<file path="config.mk">
export PLATFORM = sky130hd
export DESIGN_NAME = otsu_sweep_ctrl_flat
export DESIGN_NICKNAME = d
export VERILOG_FILES = /design/src/rtl/otsu_sweep_ctrl_pkg.sv /design/src/rtl/otsu_sweep_ctrl_if.sv /design/src/rtl/otsu_best_tracker.sv /design/src/rtl/otsu_sweep_ctrl.sv /design/src/flat_wrapper.sv
export SDC_FILE = /design/constraint.sdc
export NUM_CORES = 1
export LEC_CHECK = 0
export ABC_AREA = 1
export CORE_UTILIZATION = 55
export CTS_BUF_LIST = sky130_fd_sc_hd__clkbuf_4 sky130_fd_sc_hd__clkbuf_8 sky130_fd_sc_hd__clkbuf_16
export CTS_CLUSTER_SIZE = 20
export DETAILED_ROUTE_END_ITERATION = 10
export DONT_BUFFER_PORTS = 1
export MAX_ROUTING_LAYER = met4
export PLACE_DENSITY = 0.68
export SETUP_SLACK_MARGIN = 0.2
export SLEW_MARGIN = 20
export SYNTH_ARGS = -nofsm -noshare
export SYNTH_HDL_FRONTEND = slang
export SYNTH_SLANG_ARGS = --single-unit
export TNS_END_PERCENT = 5
</file>
<file path="constraint.sdc">
create_clock -name clk -period 3.2 [get_ports clk]
set_clock_uncertainty 0.2 [all_clocks]
set_input_delay 0.8 -clock clk [delete_from_list [all_inputs] [get_ports clk]]
set_output_delay 0.8 -clock clk [all_outputs]
set_load 0.01 [all_outputs]
</file>
<file path="src/rtl/otsu_sweep_ctrl_pkg.sv">
// Shared constants and state encoding for the Otsu threshold sweep controller.
// Latency: n/a (declarations only); backpressure: n/a.
package otsu_pkg;

  localparam int NUM_BINS = 256;
  localparam int BIN_W    = 8;
  localparam int COUNT_W  = 32;

  localparam logic [BIN_W-1:0] LAST_BIN = BIN_W'(NUM_BINS - 1);

  typedef enum logic [2:0] {
    IDLE,
    CLEAR,
    SWEEP,
    DRAIN,
    EVAL_REQ,
    EVAL_WAIT,
    DONE
  } state_t;

  function automatic logic is_busy_state(state_t s);
    return (s != IDLE) && (s != DONE);
  endfunction

endpackage

</file>
<file path="src/rtl/otsu_sweep_ctrl_if.sv">
// Bundles the controller's start/result, histogram, accumulator and evaluator signals.
// Latency: wires only; backpressure: evaluator stalls the controller by withholding score_valid.
interface otsu_sweep_ctrl_if #(
  parameter int SCORE_W = 64
);
  import otsu_pkg::*;

  logic                 start;
  logic                 busy;
  logic                 done;
  logic [BIN_W-1:0]     best_threshold;
  logic [SCORE_W-1:0]   best_score;

  logic                 hist_rd_en;
  logic [BIN_W-1:0]     hist_addr;
  logic [COUNT_W-1:0]   hist_data;

  logic                 acc_clear;
  logic                 acc_valid;
  logic [BIN_W-1:0]     acc_i;
  logic [COUNT_W-1:0]   acc_n_i;
  logic [BIN_W-1:0]     acc_threshold;

  logic                 eval_req;
  logic [BIN_W-1:0]     eval_threshold;
  logic                 score_valid;
  logic [SCORE_W-1:0]   score;

  modport master (
    input  start, hist_data, score_valid, score,
    output busy, done, best_threshold, best_score,
           hist_rd_en, hist_addr,
           acc_clear, acc_valid, acc_i, acc_n_i, acc_threshold,
           eval_req, eval_threshold
  );

  modport slave (
    output start, hist_data, score_valid, score,
    input  busy, done, best_threshold, best_score,
           hist_rd_en, hist_addr,
           acc_clear, acc_valid, acc_i, acc_n_i, acc_threshold,
           eval_req, eval_threshold
  );

endinterface

</file>
<file path="src/rtl/otsu_best_tracker.sv">
// Keeps the best (threshold, score) pair; the first threshold of a search always loads.
// Latency: 1 cycle from load_en to updated outputs; backpressure: none.
module otsu_best_tracker
  import otsu_pkg::*;
#(
  parameter int SCORE_W = 64
) (
  input  logic               clk,
  input  logic               reset,
  input  logic               load_en,
  input  logic               first,
  input  logic [BIN_W-1:0]   threshold,
  input  logic [SCORE_W-1:0] score,
  output logic [BIN_W-1:0]   best_threshold,
  output logic [SCORE_W-1:0] best_score
);

  logic [BIN_W-1:0]   best_thr_q;
  logic [SCORE_W-1:0] best_score_q;

  // Strict compare: a tie never displaces the earlier (lower) threshold.
  always_ff @(posedge clk) begin
    if (reset) begin
      best_thr_q   <= '0;
      best_score_q <= '0;
    end else if (load_en && (first || (score > best_score_q))) begin
      best_thr_q   <= threshold;
      best_score_q <= score;
    end
  end

  assign best_threshold = best_thr_q;
  assign best_score     = best_score_q;

endmodule

</file>
<file path="src/rtl/otsu_sweep_ctrl.sv">
// Sweeps all 256 thresholds: clear accumulators, stream the histogram, request a score, track the best.
// Latency: 261 cycles per threshold at ACC_LAT=1 with a 1-cycle evaluator; backpressure: waits indefinitely for score_valid.
module otsu_sweep_ctrl
  import otsu_pkg::*;
#(
  parameter int ACC_LAT = 1,
  parameter int SCORE_W = 64
) (
  input  logic                clk,
  input  logic                reset,
  otsu_sweep_ctrl_if.master   bus
);

  localparam logic [BIN_W-1:0] DRAIN_LAST = BIN_W'(ACC_LAT);

  state_t           state_q, state_d;
  logic [BIN_W-1:0] t_q, t_d;
  logic [BIN_W-1:0] cnt_q, cnt_d;

  logic             busy_q, busy_d;
  logic             done_q, done_d;
  logic             acc_clear_q, acc_clear_d;
  logic             acc_valid_q, acc_valid_d;
  logic [BIN_W-1:0] acc_i_q, acc_i_d;
  logic [BIN_W-1:0] acc_thr_q, acc_thr_d;
  logic             eval_req_q, eval_req_d;
  logic [BIN_W-1:0] eval_thr_q, eval_thr_d;

  logic             score_take;

  assign score_take = (state_q == EVAL_WAIT) && bus.score_valid;

  always_comb begin
    state_d     = state_q;
    t_d         = t_q;
    cnt_d       = cnt_q;

    case (state_q)
      IDLE: begin
        if (bus.start) begin
          state_d = CLEAR;
          t_d     = '0;
        end
      end
      CLEAR: begin
        state_d = SWEEP;
        cnt_d   = '0;
      end
      SWEEP: begin
        cnt_d = cnt_q + BIN_W'(1);
        if (cnt_q == LAST_BIN) begin
          state_d = DRAIN;
          cnt_d   = '0;
        end
      end
      DRAIN: begin
        // One cycle to present bin 255, then ACC_LAT cycles for the sums to settle.
        cnt_d = cnt_q + BIN_W'(1);
        if (cnt_q == DRAIN_LAST) begin
          state_d = EVAL_REQ;
        end
      end
      EVAL_REQ: begin
        state_d = EVAL_WAIT;
      end
      EVAL_WAIT: begin
        if (bus.score_valid) begin
          if (t_q == LAST_BIN) begin
            state_d = DONE;
          end else begin
            t_d     = t_q + BIN_W'(1);
            state_d = CLEAR;
          end
        end
      end
      DONE: begin
        state_d = IDLE;
      end
      default: begin
        state_d = IDLE;
      end
    endcase

    // Registered outputs are decoded from the next state so they line up with it.
    busy_d      = is_busy_state(state_d);
    done_d      = (state_d == DONE);
    acc_clear_d = (state_d == CLEAR);
    eval_req_d  = (state_d == EVAL_REQ);
    eval_thr_d  = (state_d == EVAL_REQ) ? t_d : '0;

    // The feed trails the read by one cycle, matching the RAM's read latency.
    acc_valid_d = (state_q == SWEEP);
    acc_i_d     = (state_q == SWEEP) ? cnt_q : '0;
    acc_thr_d   = (state_q == SWEEP) ? t_q   : '0;
  end

  always_ff @(posedge clk) begin
    if (reset) begin
      state_q     <= IDLE;
      t_q         <= '0;
      cnt_q       <= '0;
      busy_q      <= 1'b0;
      done_q      <= 1'b0;
      acc_clear_q <= 1'b0;
      acc_valid_q <= 1'b0;
      acc_i_q     <= '0;
      acc_thr_q   <= '0;
      eval_req_q  <= 1'b0;
      eval_thr_q  <= '0;
    end else begin
      state_q     <= state_d;
      t_q         <= t_d;
      cnt_q       <= cnt_d;
      busy_q      <= busy_d;
      done_q      <= done_d;
      acc_clear_q <= acc_clear_d;
      acc_valid_q <= acc_valid_d;
      acc_i_q     <= acc_i_d;
      acc_thr_q   <= acc_thr_d;
      eval_req_q  <= eval_req_d;
      eval_thr_q  <= eval_thr_d;
    end
  end

  otsu_best_tracker #(
    .SCORE_W (SCORE_W)
  ) u_best (
    .clk            (clk),
    .reset          (reset),
    .load_en        (score_take),
    .first          (t_q == '0),
    .threshold      (t_q),
    .score          (bus.score),
    .best_threshold (bus.best_threshold),
    .best_score     (bus.best_score)
  );

  assign bus.hist_rd_en     = (state_q == SWEEP);
  assign bus.hist_addr      = (state_q == SWEEP) ? cnt_q : '0;

  assign bus.busy           = busy_q;
  assign bus.done           = done_q;
  assign bus.acc_clear      = acc_clear_q;
  assign bus.acc_valid      = acc_valid_q;
  assign bus.acc_i          = acc_i_q;
  // RAM data is already registered at its source; gate it so the bus idles at zero.
  assign bus.acc_n_i        = acc_valid_q ? bus.hist_data : '0;
  assign bus.acc_threshold  = acc_thr_q;
  assign bus.eval_req       = eval_req_q;
  assign bus.eval_threshold = eval_thr_q;

endmodule

</file>
<file path="src/flat_wrapper.sv">
// flat-port wrapper written by rule: the top's interface ports become plain ports
module otsu_sweep_ctrl_flat import otsu_pkg::*;
#(
  parameter int ACC_LAT = 1,
  parameter int SCORE_W = 64
)
  (clk, reset, bus_start, bus_hist_data, bus_score_valid, bus_score, bus_busy, bus_done, bus_best_threshold, bus_best_score, bus_hist_rd_en, bus_hist_addr, bus_acc_clear, bus_acc_valid, bus_acc_i, bus_acc_n_i, bus_acc_threshold, bus_eval_req, bus_eval_threshold);
  otsu_sweep_ctrl_if #(.SCORE_W(SCORE_W)) bus_i ();
  input  logic clk;
  input  logic reset;
  input wire logic [$bits(bus_i.start)-1:0] bus_start;
  input wire logic [$bits(bus_i.hist_data)-1:0] bus_hist_data;
  input wire logic [$bits(bus_i.score_valid)-1:0] bus_score_valid;
  input wire logic [$bits(bus_i.score)-1:0] bus_score;
  output wire logic [$bits(bus_i.busy)-1:0] bus_busy;
  output wire logic [$bits(bus_i.done)-1:0] bus_done;
  output wire logic [$bits(bus_i.best_threshold)-1:0] bus_best_threshold;
  output wire logic [$bits(bus_i.best_score)-1:0] bus_best_score;
  output wire logic [$bits(bus_i.hist_rd_en)-1:0] bus_hist_rd_en;
  output wire logic [$bits(bus_i.hist_addr)-1:0] bus_hist_addr;
  output wire logic [$bits(bus_i.acc_clear)-1:0] bus_acc_clear;
  output wire logic [$bits(bus_i.acc_valid)-1:0] bus_acc_valid;
  output wire logic [$bits(bus_i.acc_i)-1:0] bus_acc_i;
  output wire logic [$bits(bus_i.acc_n_i)-1:0] bus_acc_n_i;
  output wire logic [$bits(bus_i.acc_threshold)-1:0] bus_acc_threshold;
  output wire logic [$bits(bus_i.eval_req)-1:0] bus_eval_req;
  output wire logic [$bits(bus_i.eval_threshold)-1:0] bus_eval_threshold;
  assign bus_i.start = bus_start;
  assign bus_i.hist_data = bus_hist_data;
  assign bus_i.score_valid = bus_score_valid;
  assign bus_i.score = bus_score;
  assign bus_busy = bus_i.busy;
  assign bus_done = bus_i.done;
  assign bus_best_threshold = bus_i.best_threshold;
  assign bus_best_score = bus_i.best_score;
  assign bus_hist_rd_en = bus_i.hist_rd_en;
  assign bus_hist_addr = bus_i.hist_addr;
  assign bus_acc_clear = bus_i.acc_clear;
  assign bus_acc_valid = bus_i.acc_valid;
  assign bus_acc_i = bus_i.acc_i;
  assign bus_acc_n_i = bus_i.acc_n_i;
  assign bus_acc_threshold = bus_i.acc_threshold;
  assign bus_eval_req = bus_i.eval_req;
  assign bus_eval_threshold = bus_i.eval_threshold;
  otsu_sweep_ctrl #(.ACC_LAT(ACC_LAT), .SCORE_W(SCORE_W)) u_core (.clk(clk), .reset(reset), .bus(bus_i));
endmodule
</file>
==> key figures <==
Status
  • Run status: finished, final reports clean

Route
  • WL/cell: 13.67 um
  • Drt via density: 5.062
  • Pre-antenna DRT Iters: 5
  • # DRC: 0
  • Routed Antenna Nets: 0
  • Drt total wl: 16.64 mm
  • Initial DRC Count: 287
  • Via count: 6160

STA
  • Actual slew at the worst max-slew pin: 440.6 ps
  • Period Utilization, post-route: 85.71%
  • Final worst slack: 457.3 ps
  • RSZ-0062 raised after global routing: false
  • Fmax: 0.3646 GHz
  • Max-slew violation count: 0
  • Period minus WS final: 2743 ps
  • Final setup viols: 0
  • Setup TNS: 0 ps
  • Hold Slack: 247.4 ps
  • Fin. Hold Viols: 0
  • Max_slew headroom: 70.52%

Setup path
  • RR Startpoint: u_core.u_best.best_score[41]$_SDFFE_PP0P_
  • Crit start category: flop
  • Reg2reg setup slack: 470 ps
  • Crit-path max FO: 10
  • Worst Path Arrival: 1740 ps
  • Crit path required time: 2200 ps
  • Buf/Inv on CP: 3
  • Worst Reg-to-Reg Cells: 15
  • Worst-path cell chain: inv_1 -> nor2_1 -> inv_1 -> nor2_2 -> inv_2 -> nor2_1
  • R2R Path End: u_core.u_best.best_score[48]$_SDFFE_PP0P_
  • Endpoint class of the critical path: output pin
  • Crit path largest cell delay: 420 ps
  • CP max stage cell: dfxtp_1
  • Setup CP Type: reg -> out
  • CP top delay family: simple AND/OR/NAND/NOR gates

Finish
  • Proportion of layout cells with a drive suffix above 1: 11.58%
  • Finished Core Util: 63.03%
  • NumNets Final: 1200
  • Antenna diodes: 0
  • Commonest cells after routing, fill and taps aside: inv_1, nand2_1, nor2_1, dfxtp_1, nand3_1
  • Commonest non-fill, non-tap cell in the layout: inv_1
  • Syn-to-layout area delta: 10.04%

Synth
  • Net Count, Synth: 1213
  • Seq/Total Area, Yosys: 32.83%
  • Area share of the largest cell type after synthesis: 32.83%
  • Synth warn: 0
  • Post-synth top area cell: dfxtp_1
  • #FFs+latches synth: 120
  • Post-Syn Area: 0.007317 sq mm
  • Syn avg cell area: 7.002 sq um
  • Cells after Synth: 1045
  • Netlist cell types: 41
  • Synth area leaders: dfxtp_1, ha_1, inv_1

Floorplanning
  • Die Wd: 117.3 um
  • Core area: 0.01277 sq mm
  • Initial Util: 57.28%
  • Die area: 0.01377 sq mm
  • Chip Height: 117.3 um
  • Boundary Pins: 242
  • Row cnt: 41

Placed design
  • Routability cong.: 0.8419
  • HPWL after DPL: 11.95 mm
  • Setup WS pre-CTS: 213.0 ps
  • Port-buffer cells: 0

Power and ir drop
  • Leakage: 3.643 nW
  • PwrDens: 484.6 mW/mm^2
  • Peak supply drop: 0.3885 mV

Hold path
  • Hold Path Stages: 1
  • Hold EP: u_core.cnt_q[7]$_SDFFE_PP0P_
  • Worst Hold Launch: reset
  • Hold crit path type: in -> reg

Clocking
  • CTS sink count: 120
  • CTS max path bufs: 2
  • CTS Root Cell: clkbuf_16
  • Hold_buf cts: 0
  • H-tree depth: 4
  • CTS tree: built
  • Worst-Skew Late Latency: 420 ps
  • CTS clk-pin slew, worst paths: 60 ps
  • Cts bufs inserted: 17

Global routing
  • Global route overflow: 0
  • Vias in the first global route: 5514
  • Initial antenna violation count: 0
  • GRT Resource Usage Total: 24.98%
  • Largest net degree at the start of global routing: 79
  • First-pass GRT wire length: 26.97 mm

Flow run
  • Max-cap viol count: 0
[metrics by stage]
step                      power (mW)  std cells  area [sq um]
final                          3.901       1217          8051
after global placement         1.801       1185          7388
after global routing           4.049       1217          8051
after floorplan                1.754       1045          7317
after CTS                      3.935       1217          8049
after detailed placement       1.802       1185          7388
[where the power goes]
group          leakage [nW]  internal (mW)  total [mW]  switching, mW
Clock                 0.313           1.41        2.13          0.722
Sequential            0.967           1.50        1.52         0.0109
Combinational          2.36         0.0910       0.256          0.165
Total                  3.64           3.00        3.90          0.898
[flip-flops by register name, indices dropped and copies added (netlist names)]
name,count
u_core.bus.acc_clear,1
u_core.bus.acc_i,8
u_core.bus.acc_threshold,8
u_core.bus.acc_valid,1
u_core.bus.busy,1
u_core.bus.done,1
u_core.bus.eval_req,1
u_core.bus.eval_threshold,8
u_core.cnt_q,8
u_core.state_q,3
u_core.t_q,8
u_core.u_best.best_score,64
u_core.u_best.best_threshold,8
[cell type report]
| class | instances | area [sq um] |
|---|---|---|
| Sequential cell | 120 | 2402 |
| Inverter | 213 | 799.5 |
| Timing Repair Buffer | 12 | 177.7 |
| Multi-Input combinational cell | 668 | 3796 |
| Clock buffer | 18 | 439.2 |
| Tap cell | 172 | 215.2 |
| Clock inverter | 14 | 221.5 |
| Fill cell | 1184 | 4722 |
[logic make-up after synthesis]
| group | share of synthesized area, % |
|---|---|
| flip-flops | 32.83 |
| adder cells (fa/ha/maj) | 11.63 |
| XOR/XNOR | 0.2394 |
| AND/OR/NAND/NOR | 25.87 |
| buffers and inverters | 15.44 |
| AO/OA/AOI/OAI | 13.99 |
[metal layers]
metal / GRT usage, % / share of wire, % / vias up
met5: - / 0 / -
li1: - / - / 3238
met2: 40.75 / 48 / 185
met4: 9.010 / 1.5 / 0
met1: 29.10 / 44 / 2720
met3: 7.198 / 6.7 / 17
[Yosys cell counts]
cell and count:
a21oi_1 43, o21a_1 3, nand2_2 1, o21ai_2 1, o21ai_0 23, a211oi_1 4, nand3_2 1, a21oi_2 60
xor2_1 2, o31ai_1 2, buf_8 1, nand4_1 7, nor4_1 4, o211ai_1 4, nand2_1 185, inv_1 206
nor3_1 10, o22ai_1 2, nor2_1 146, dfxtp_1 120, buf_12 6, clkbuf_1 14, nor3_2 1, buf_2 9
o221ai_2 1, nor2_4 1, nand2_4 1, nand3_1 88, buf_6 6, inv_2 5, clkinv_1 2, and3_1 1
a31oi_1 1, o21ai_1 1, a21o_1 1, nor3_4 1, nand3b_1 1, a22oi_1 2, nor2_2 2, ha_1 68
buf_1 8
[timing repair]
action                     in CTS  in global routing
resized for setup               0                  1
setup endpoints to repair       0                  1
hold endpoints to repair        0                  0
buffers inserted                0                  0
[worst max path at each step]
stage | from | to | slack [ps] | depth (start not counted)
global route | u_core.u_best.best_score[41]$_SDFFE_PP0P_ | u_core.u_best.best_score[31]$_SDFFE_PP0P_ | 260 | 16
global placement | bus_score[57] | u_core.u_best.best_score[55]$_SDFFE_PP0P_ | 210 | 14
detailed placement | bus_score[57] | u_core.u_best.best_score[59]$_SDFFE_PP0P_ | 210 | 14
floorplan | bus_score[55] | u_core.u_best.best_score[0]$_SDFFE_PP0P_ | 590 | 12
finish | u_core.state_q[1]$_SDFF_PP0_ | bus_hist_addr[6] | 460 | 6
CTS | u_core.state_q[1]$_SDFF_PP0_ | bus_hist_addr[6] | 320 | 6
No activity file was read; power rests on OpenSTA's default activity.
